File: src/rtl/irrig_cycle_ctrl.sv
// -----------------------------------------------------------------------------
// irrig_cycle_ctrl
//
// Purpose:
//   Runs one timed irrigation cycle over up to four zones once the upstream
//   initialization FSM reports ready (H1). A cycle consists of a pump prime,
//   then for each zone requested at trigger time a scan, an irrigation window
//   and a closed-valve gap, and finally a cooldown before a new trigger is
//   accepted. Rain (Chuva) or loss of H1 aborts to IDLE; a hydraulic fault
//   (Falha) latches the FAULT state until both Falha and H1 are low.
//   All outputs are registered and derived from the next-state values, so
//   they change only on the clock edge (or on the asynchronous reset).
//
// Ports:
//   Ck     in   clock, rising edge active
//   Clr    in   asynchronous active-low reset
//   H1     in   initialization complete, 1 = system ready
//   Seco   in   [3:0] per-zone dry-soil flag, 1 = zone needs water
//   Chuva  in   rain inhibit, 1 = abort/hold
//   Falha  in   hydraulic fault
//   Bomba  out  pump enable
//   V      out  [3:0] valve enables, one-hot or zero
//   Zona   out  [1:0] index of the active/last served zone
//   Ciclo  out  busy (PRIME, SCAN, IRRIG, GAP)
//   Fim    out  one-cycle pulse on normal cycle completion
//   Erro   out  fault latched
// -----------------------------------------------------------------------------
module irrig_cycle_ctrl #(
    parameter int T_PRIME = 3,
    parameter int T_IRR   = 8,
    parameter int T_GAP   = 2,
    parameter int T_REST  = 4,
    parameter int CW      = 8
) (
    input  logic       Ck,
    input  logic       Clr,
    input  logic       H1,
    input  logic [3:0] Seco,
    input  logic       Chuva,
    input  logic       Falha,
    output logic       Bomba,
    output logic [3:0] V,
    output logic [1:0] Zona,
    output logic       Ciclo,
    output logic       Fim,
    output logic       Erro
);

    // Terminal counter values for each timed state.
    localparam logic [CW-1:0] PRIME_LAST = CW'(T_PRIME - 1);
    localparam logic [CW-1:0] IRR_LAST   = CW'(T_IRR - 1);
    localparam logic [CW-1:0] GAP_LAST   = CW'(T_GAP - 1);
    localparam logic [CW-1:0] REST_LAST  = CW'(T_REST - 1);

    typedef enum logic [2:0] {
        S_IDLE,
        S_PRIME,
        S_SCAN,
        S_IRRIG,
        S_GAP,
        S_DONE,
        S_FAULT
    } state_t;

    state_t        state_reg, state_next;
    logic [CW-1:0] cnt_reg,   cnt_next;
    logic [3:0]    req_reg,   req_next;
    logic [1:0]    idx_reg,   idx_next;
    logic [1:0]    zone_reg,  zone_next;

    logic          bomba_reg, bomba_next;
    logic [3:0]    v_reg,     v_next;
    logic          ciclo_reg, ciclo_next;
    logic          fim_reg,   fim_next;
    logic          erro_reg,  erro_next;

    logic [CW-1:0] cnt_inc;
    logic [3:0]    cand;
    logic          found;
    logic [1:0]    found_idx;
    logic          busy_next;

    // Saturating increment: the counter is cleared on every state entry, so
    // saturation only matters if a parameter exceeds the counter range.
    assign cnt_inc = (cnt_reg == {CW{1'b1}}) ? cnt_reg : cnt_reg + 1'b1;

    // Candidate zones for the scan: still requested and not below the
    // position of the last served zone.
    genvar gi;
    generate
        for (gi = 0; gi < 4; gi++) begin : g_cand
            assign cand[gi] = req_reg[gi] && (idx_reg <= 2'(gi));
        end
    endgenerate

    // Lowest-index candidate wins (loop runs high to low, last hit kept).
    always_comb begin
        found     = 1'b0;
        found_idx = 2'd0;
        for (int i = 3; i >= 0; i--) begin
            if (cand[i]) begin
                found     = 1'b1;
                found_idx = 2'(i);
            end
        end
    end

    // Next-state logic with abort priority: fault, then loss of H1 or rain.
    always_comb begin
        state_next = state_reg;
        cnt_next   = cnt_inc;
        req_next   = req_reg;
        idx_next   = idx_reg;
        zone_next  = zone_reg;

        if (state_reg != S_FAULT && Falha) begin
            state_next = S_FAULT;
            cnt_next   = '0;
            req_next   = 4'd0;
            idx_next   = 2'd0;
            zone_next  = 2'd0;
        end else if (state_reg != S_FAULT && (!H1 || Chuva)) begin
            state_next = S_IDLE;
            cnt_next   = '0;
            req_next   = 4'd0;
            idx_next   = 2'd0;
            zone_next  = 2'd0;
        end else begin
            case (state_reg)
                S_IDLE: begin
                    cnt_next = '0;
                    if (Seco != 4'd0) begin
                        state_next = S_PRIME;
                        req_next   = Seco;
                        idx_next   = 2'd0;
                        zone_next  = 2'd0;
                    end
                end
                S_PRIME: begin
                    if (cnt_reg == PRIME_LAST) begin
                        state_next = S_SCAN;
                        cnt_next   = '0;
                    end
                end
                S_SCAN: begin
                    cnt_next = '0;
                    if (found) begin
                        state_next = S_IRRIG;
                        zone_next  = found_idx;
                        idx_next   = found_idx;
                    end else begin
                        state_next = S_DONE;
                    end
                end
                S_IRRIG: begin
                    // Seco is sampled live so a zone that becomes wet closes
                    // early, even on its first open cycle.
                    if (cnt_reg == IRR_LAST || !Seco[zone_reg]) begin
                        state_next         = S_GAP;
                        cnt_next           = '0;
                        req_next[zone_reg] = 1'b0;
                    end
                end
                S_GAP: begin
                    if (cnt_reg == GAP_LAST) begin
                        state_next = S_SCAN;
                        cnt_next   = '0;
                    end
                end
                S_DONE: begin
                    // Triggers are ignored for the whole cooldown window.
                    if (cnt_reg == REST_LAST) begin
                        state_next = S_IDLE;
                        cnt_next   = '0;
                        zone_next  = 2'd0;
                    end
                end
                S_FAULT: begin
                    cnt_next = '0;
                    // Requiring H1 low forces the upstream init FSM to rerun.
                    if (!Falha && !H1) begin
                        state_next = S_IDLE;
                    end
                end
                default: begin
                    state_next = S_IDLE;
                    cnt_next   = '0;
                    req_next   = 4'd0;
                    idx_next   = 2'd0;
                    zone_next  = 2'd0;
                end
            endcase
        end
    end

    // Output decode from the next-state values, registered below.
    assign busy_next  = (state_next == S_PRIME) || (state_next == S_SCAN) ||
                        (state_next == S_IRRIG) || (state_next == S_GAP);
    assign bomba_next = busy_next;
    assign ciclo_next = busy_next;
    assign fim_next   = (state_next == S_DONE) && (state_reg != S_DONE);
    assign erro_next  = (state_next == S_FAULT);

    generate
        for (gi = 0; gi < 4; gi++) begin : g_valve
            assign v_next[gi] = (state_next == S_IRRIG) && (zone_next == 2'(gi));
        end
    endgenerate

    always_ff @(posedge Ck or negedge Clr) begin
        if (!Clr) begin
            state_reg <= S_IDLE;
            cnt_reg   <= '0;
            req_reg   <= 4'd0;
            idx_reg   <= 2'd0;
            zone_reg  <= 2'd0;
            bomba_reg <= 1'b0;
            v_reg     <= 4'd0;
            ciclo_reg <= 1'b0;
            fim_reg   <= 1'b0;
            erro_reg  <= 1'b0;
        end else begin
            state_reg <= state_next;
            cnt_reg   <= cnt_next;
            req_reg   <= req_next;
            idx_reg   <= idx_next;
            zone_reg  <= zone_next;
            bomba_reg <= bomba_next;
            v_reg     <= v_next;
            ciclo_reg <= ciclo_next;
            fim_reg   <= fim_next;
            erro_reg  <= erro_next;
        end
    end

    assign Bomba = bomba_reg;
    assign V     = v_reg;
    assign Zona  = zone_reg;
    assign Ciclo = ciclo_reg;
    assign Fim   = fim_reg;
    assign Erro  = erro_reg;

endmodule

File: config.mk
export PLATFORM = sky130hd
export DESIGN_NAME = irrig_cycle_ctrl
export DESIGN_NICKNAME = d
export VERILOG_FILES = /design/src/rtl/irrig_cycle_ctrl.sv
export SDC_FILE = /design/constraint.sdc
export NUM_CORES = 1
export LEC_CHECK = 0
export CORE_UTILIZATION = 48
export DETAILED_ROUTE_END_ITERATION = 10
export PLACE_DENSITY = 0.66
export SLEW_MARGIN = 20
export SYNTH_ARGS = -nofsm -noshare
export SYNTH_HDL_FRONTEND = slang
export SYNTH_SLANG_ARGS = --single-unit
File: constraint.sdc
create_clock -name Ck -period 2 [get_ports Ck]
set_input_delay 0.4 -clock Ck [delete_from_list [all_inputs] [get_ports Ck]]
set_output_delay 0.4 -clock Ck [all_outputs]
set_load 0.02 [all_outputs]
Word level (Yosys, flattened, before mapping)
Index checks and enable logic that the tools add are counted.

word-level totals
  bits in registers = 26
  input bits = 9
  output and inout port bits = 10
  logic and storage cells = 120

operators by class
  add/sub/neg operators = 1
  magnitude comparators = 6
  equal/unequal tests = 27
  mux-type cells = 46
  bitwise gates (word level) = 2
  reductions and logical operators = 29

operators with widths
  cell                                                    number
  two-way mux 8 bit                                       7
  case mux 8 bit (4 select lines)                         1
  two-way mux 3 bit                                       9
  two-way mux 2 bit                                       13
  case mux 3 bit (7 select lines)                         1
  equality test 3 bit (second input constant)             6
  equality test 8 x 2 -> 1 bit (second input constant)    2
  two-way mux 4 bit                                       4
  logical AND 1 bit                                       13
  equality test 3 x 2 -> 1 bit (second input constant)    4
  inequality test 4 bit (second input constant)           3
  case mux 4 bit (3 select lines)                         1
  OR reduction 5 bit                                      2
  adder 8 x 1 -> 8 bit (second input constant)            1
  equality test 8 x 1 -> 1 bit (second input constant)    1
  equality test 8 x 3 -> 1 bit (second input constant)    1
  equality test 8 bit (second input constant)             1
  case mux 2 bit (4 select lines)                         1
  equality test 3 x 1 -> 1 bit (second input constant)    2
  two-way mux 1 bit                                       6
  inequality test 3 x 1 -> 1 bit (second input constant)  2
  inequality test 3 bit (second input constant)           2
  case mux 2 bit (3 select lines)                         1
  AND reduction 3 bit                                     2
  other kinds (16)                                        25

Longest topological paths before layout
  depth after elaboration = 14
  gate-level depth with buffers = 9
  mapped depth without buffers = 8

Worst setup path after synthesis
No wires, ideal clock.

  path kind = reg2reg
  start = register zone_reg[1], in the netlist Zona[1]
  end = register req_reg[3]
  setup time = 121 ps
  data arrival time = 1,795 ps
  required time = 1,879 ps
  path slack = 84 ps
  stages on the path, launching flop included = 7
  cells stage by stage = dfrtp_1 mux4_1 o41ai_4 nor2_2 o21ai_4 o21ai_2 a22o_1

on the way
  cells in the longest elaborated chain, start to end = 10
  elaborated cells on any way between the ends = 17

ends and longest elaborated chain
  element                                                                                                          line  text
  start, declared                                                                                                  69    logic [1:0] zone_reg, zone_next;
  start signal, assigned                                                                                           227   zone_reg <= zone_next;
  < comparator 2 x 3 -> 1 bit (implied by the code) or greater-or-equal comparator 2 x 1 -> 1 bit (tied branches)  161   req_next[zone_reg] = 1'b0;
  logical AND 1 bit (implied by the code)                                                                          161
  two-way mux 1 bit (implied by the code)                                                                          161
  demux 1 bit (select 2 bit)                                                                                       161
  NOT 4 bit (no source line)                                                                                       -
  bitwise AND 4 bit (no source line)                                                                               -
  two-way mux 4 bit                                                                                                158   if (cnt_reg == IRR_LAST || !Seco[zone_reg]) begin
  case mux 4 bit (3 select lines)                                                                                  129   case (state_reg)
  two-way mux 4 bit                                                                                                122   end else if (state_reg != S_FAULT && (!H1 || Chuva)) begin
  two-way mux 4 bit                                                                                                116   if (state_reg != S_FAULT && Falha) begin
  end signal, assigned                                                                                             225   req_reg <= req_next;
  end, declared                                                                                                    67    logic [3:0] req_reg, req_next;

Parallel ways exist; a longest one is shown, timed or not. The select of a mux whose other input is x is not followed.
A chain may end at the register's enable or synchronous reset.

Worst setup path in the final report
  start = register cnt_reg[1]
  end = register cnt_reg[1]

on the way
  cells in the longest elaborated chain, start to end = 6
  elaborated cells on any way between the ends = 15

ends and longest elaborated chain
  element                                                line     text
  start, declared                                        66       logic [CW-1:0] cnt_reg, cnt_next;
  start signal, assigned                                 224      cnt_reg <= cnt_next;
  adder 8 x 1 -> 8 bit, or another cell as far along     85       assign cnt_inc = (cnt_reg == {CW{1'b1}}) ? cnt_reg : cnt_reg + 1'b1;
  two-way mux 8 bit or logical OR 1 bit (tied branches)  85, 158
  two-way mux 8 bit (on tied branches)                   -
  case mux 8 bit (4 select lines) *                      129
  two-way mux 8 bit *                                    122
  two-way mux 8 bit *                                    116
  named net cnt_next[1]                                  66

The timed path passes the listed nets; every way through them passes the cells marked *.

==> flow_summary.toml <==
[status]
run_status = "finished clean"

[floorplanning]
fp.dieArea_um2 = 3820
io_pins = 19
die-width_um = 61.8
starting_density_of_the_core = 0.506
chipHeight_um = 61.8
fp-row-count = 21
core_region_area_um2 = 3390

[synth]
yosysSeqAreaShare = 0.379
post_synth_instance_area_um2 = 1720
synth_seq_cells = 26
yosys.area.top_type = "dfrtp_1"
ys_async_sr_fraction = 1.00
ys.flop_type = "dfrtp_1"
avgSynthCellArea_um2 = 10.0
synthDistinctLibCells = 64
ys_warn_count = 0
synth.net_count = 184
number_of_cells_produced_by_synthesis = 171
post_synth_main_area_contributors = "dfrtp_1 (38%), nor2_1 (3.7%), a21oi_1 (3.5%), ha_1 (2.9%), nor3_2 (2.3%)"
edff_count_synth = 0
synth_largest_type_area_fraction = 0.379

[detailed_routing]
avgRoutedWirePerCell_um = 15.6
avgViaCountPerCell = 5.49
detail_route.drc_violations = 0
vias = 1515
finalWirelength_mm = 4.30
drt-pass1-iter-count = 4
ant_nets = 0
drtIter0Drc = 58

[clock_network]
clock_buffer_count_from_cts = 3
cts_root_buf = "clkbuf_4"
clock_path_buffers = 2
tritoncts = "built"
hold_buffers = 0
clk_pin_slew_ps = 140
htree_levels = 1
cts_num_sinks = 26
clock_latency_reported_for_the_late_side_of_the_worst_skew_pair_ps = 330

[placement]
place.port_buffers = 18
dp_worst_setup_slack_ps = -285
dp_hpwl_mm = 3.24
place.gp.congestion = 0.930

[timing]
report.final.setup_viol = 0
final_period_minus_worst_setup_slack_ps = 1940
timing_max_transition_violations_final = 0
max_slew.worst_pin.slew_ps = 392
unrepaired_setup_endpoints_after_global_routing = "true"
timing.final.crit_share = 0.969
finalClockSkew_ps = 3.26
fmaxAchievable_mhz = 516
worst_slew_margin_rel = 0.738
finalHoldViolations = 0
setup_ws_ps = 62.6

[setup_path]
critical_path_buf_inv_count = 1
critical_path.top_delay_family = "compound AO/OA/AOI/OAI gates"
regToRegSetupSlack_ps = 60
worst_r2r_endpoint = "cnt_reg[1]"
setup.worst_path.end_class = "register"
worst_setup_path_start_kind = "register"
reg2regPathDepth = 8
worstReg2RegStart = "cnt_reg[1]"
timing.critical_path.slowest_cell_delay_ps = 440
timing.critical_path.slowest_stage_cell = "dfrtp_1"
critical_path_required_ps = 2260
timing.critical_path.fanout_max = 8
arrival_ps = 2190
critical_path.cell_chain = "inv_1 -> ha_1 -> mux2_4 -> a311oi_4 -> a21oi_1 -> nand2_2 -> o2111ai_4 -> a211oi_2"
worst-setup-path-type = "register to register"

[pwr]
power_density_nw_per_um2 = 831
power_w = 0.00195
p_leak_nw = 1.02
peakVddDrop_v = 0.000370

[cells_and_area]
n_antenna_cell = 0
post_route_cells_drive_above_1_share = 0.391
synthToLayoutAreaGrowth_pct = 36.7
largest_reg_flops = 8
finish.utilization = 0.693
final_nets = 244

[global_routing]
grt-ovfl-total = 0
first_pass_grt_wire_length_mm = 6.98
maximum_number_of_pins_on_one_net_before_global_route_repair = 27
initial_antenna_violation_count = 0
groute.usage.overall = 0.252
grt_pass1_vias = 1527

[flow_run]
drv.max_cap_violation_count = 0

[hold_path]
timing.hold.worst.class = "input port to asynchronous set/reset pin"
metal layers:
| metal | share of wire | up-vias | track usage |
|---|---|---|---|
| met5 | 0 | - | 0 |
| met4 | 0.020 | 0 | 0.0921 |
| met3 | 0.030 | 9 | 0.0331 |
| met2 | 0.50 | 33 | 0.419 |
| met1 | 0.45 | 729 | 0.336 |
| li1 | - | 744 | - |
per-stage QoR:
stage	cell area [um2]	std cells	setup TNS (ps)	hold WS, ps
floorplan	1720	171	0	104
global placement	2170	265	-3270	531
detailed placement	2170	265	-4550	538
CTS	2230	271	0	423
global route	2350	276	-68.8	452
finish	2350	276	0	419
Yosys cell counts (2+ instances only):
cell / instances
a211oi_1: 2
a21boi_1: 2
a21oi_1: 12
a22o_1: 4
a31oi_1: 2
and2_1: 2
and2b_1: 2
and3_1: 2
buf_4: 2
dfrtp_1: 26
ha_1: 4
inv_1: 8
mux2i_1: 2
nand2_1: 10
nand2_2: 2
nand2b_1: 5
nand3_1: 2
nand4_1: 2
nor2_1: 17
nor2b_1: 3
nor3_1: 3
nor3_2: 4
o21ai_0: 3
o21ai_1: 4
o21ai_2: 3
o31ai_1: 2
or2_2: 2
xor2_1: 3
cell usage in the layout (no fill, tap or decap), types with 4 or more instances in the layout:
cell type and count:
dfrtp_2 4, nor2_1 16, clkdlybuf4s50_1 18, dfrtp_1 22, nor3_2 5, a21oi_1 10
o21ai_1 4, nand2_1 9, inv_1 8, a22o_1 4, nand2b_1 5, buf_4 40
power breakdown:
group          switching, W  internal (W)  leakage (nW)  total [W]
clock network      0.000158      0.000112        0.0210   0.000269
registers         0.0000845      0.000585         0.350   0.000670
logic              0.000512      0.000501         0.648    0.00101
how the worst max path moves through the flow:
stage,slack (ps),cells after the start,end,startpoint
finish,60,8,cnt_reg[1],cnt_reg[1]
global route,-50,8,cnt_reg[1],cnt_reg[1]
CTS,20,6,Ciclo,cnt_reg[3]
detailed placement,-290,7,Ciclo,Seco[2]
global placement,-250,8,Ciclo,Seco[1]
floorplan,80,6,req_reg[3],Zona[1]
worst register-to-register path, delay by kind of cell, from the launching register on:
kind / cells / cell delay [ps]
AOI/OAI and AO/OA: 4 / 750
DFF: 1 / 440
muxes: 1 / 300
adders and majority gates: 1 / 210
and+or+nand+nor: 1 / 110
buffers and inverters: 1 / 70
logic make-up after synthesis:
logic type      share of synthesized area
mux                                0.0335
xor+xnor                           0.0204
buf+inv                            0.0430
simple gates                        0.251
compound gates                      0.244
flops                               0.379
fa+ha+maj                          0.0292
final cells by class:
| class | instances | area [um2] |
|---|---|---|
| Multi-Input combinational cell | 132 | 1070 |
| Fill cell | 255 | 1040 |
| Sequential cell | 26 | 656 |
| Timing Repair Buffer | 59 | 492 |
| Tap cell | 46 | 57.6 |
| Clock buffer | 4 | 36.3 |
| Inverter | 9 | 33.8 |
repair_timing:
item | in CTS | in global routing
setup endpoints to repair | 10 | 18
buffers inserted | 2 | 5
gates resized for setup | 4 | 17
pin swaps | 2 | 8
(Power assumes the default switching activity.)
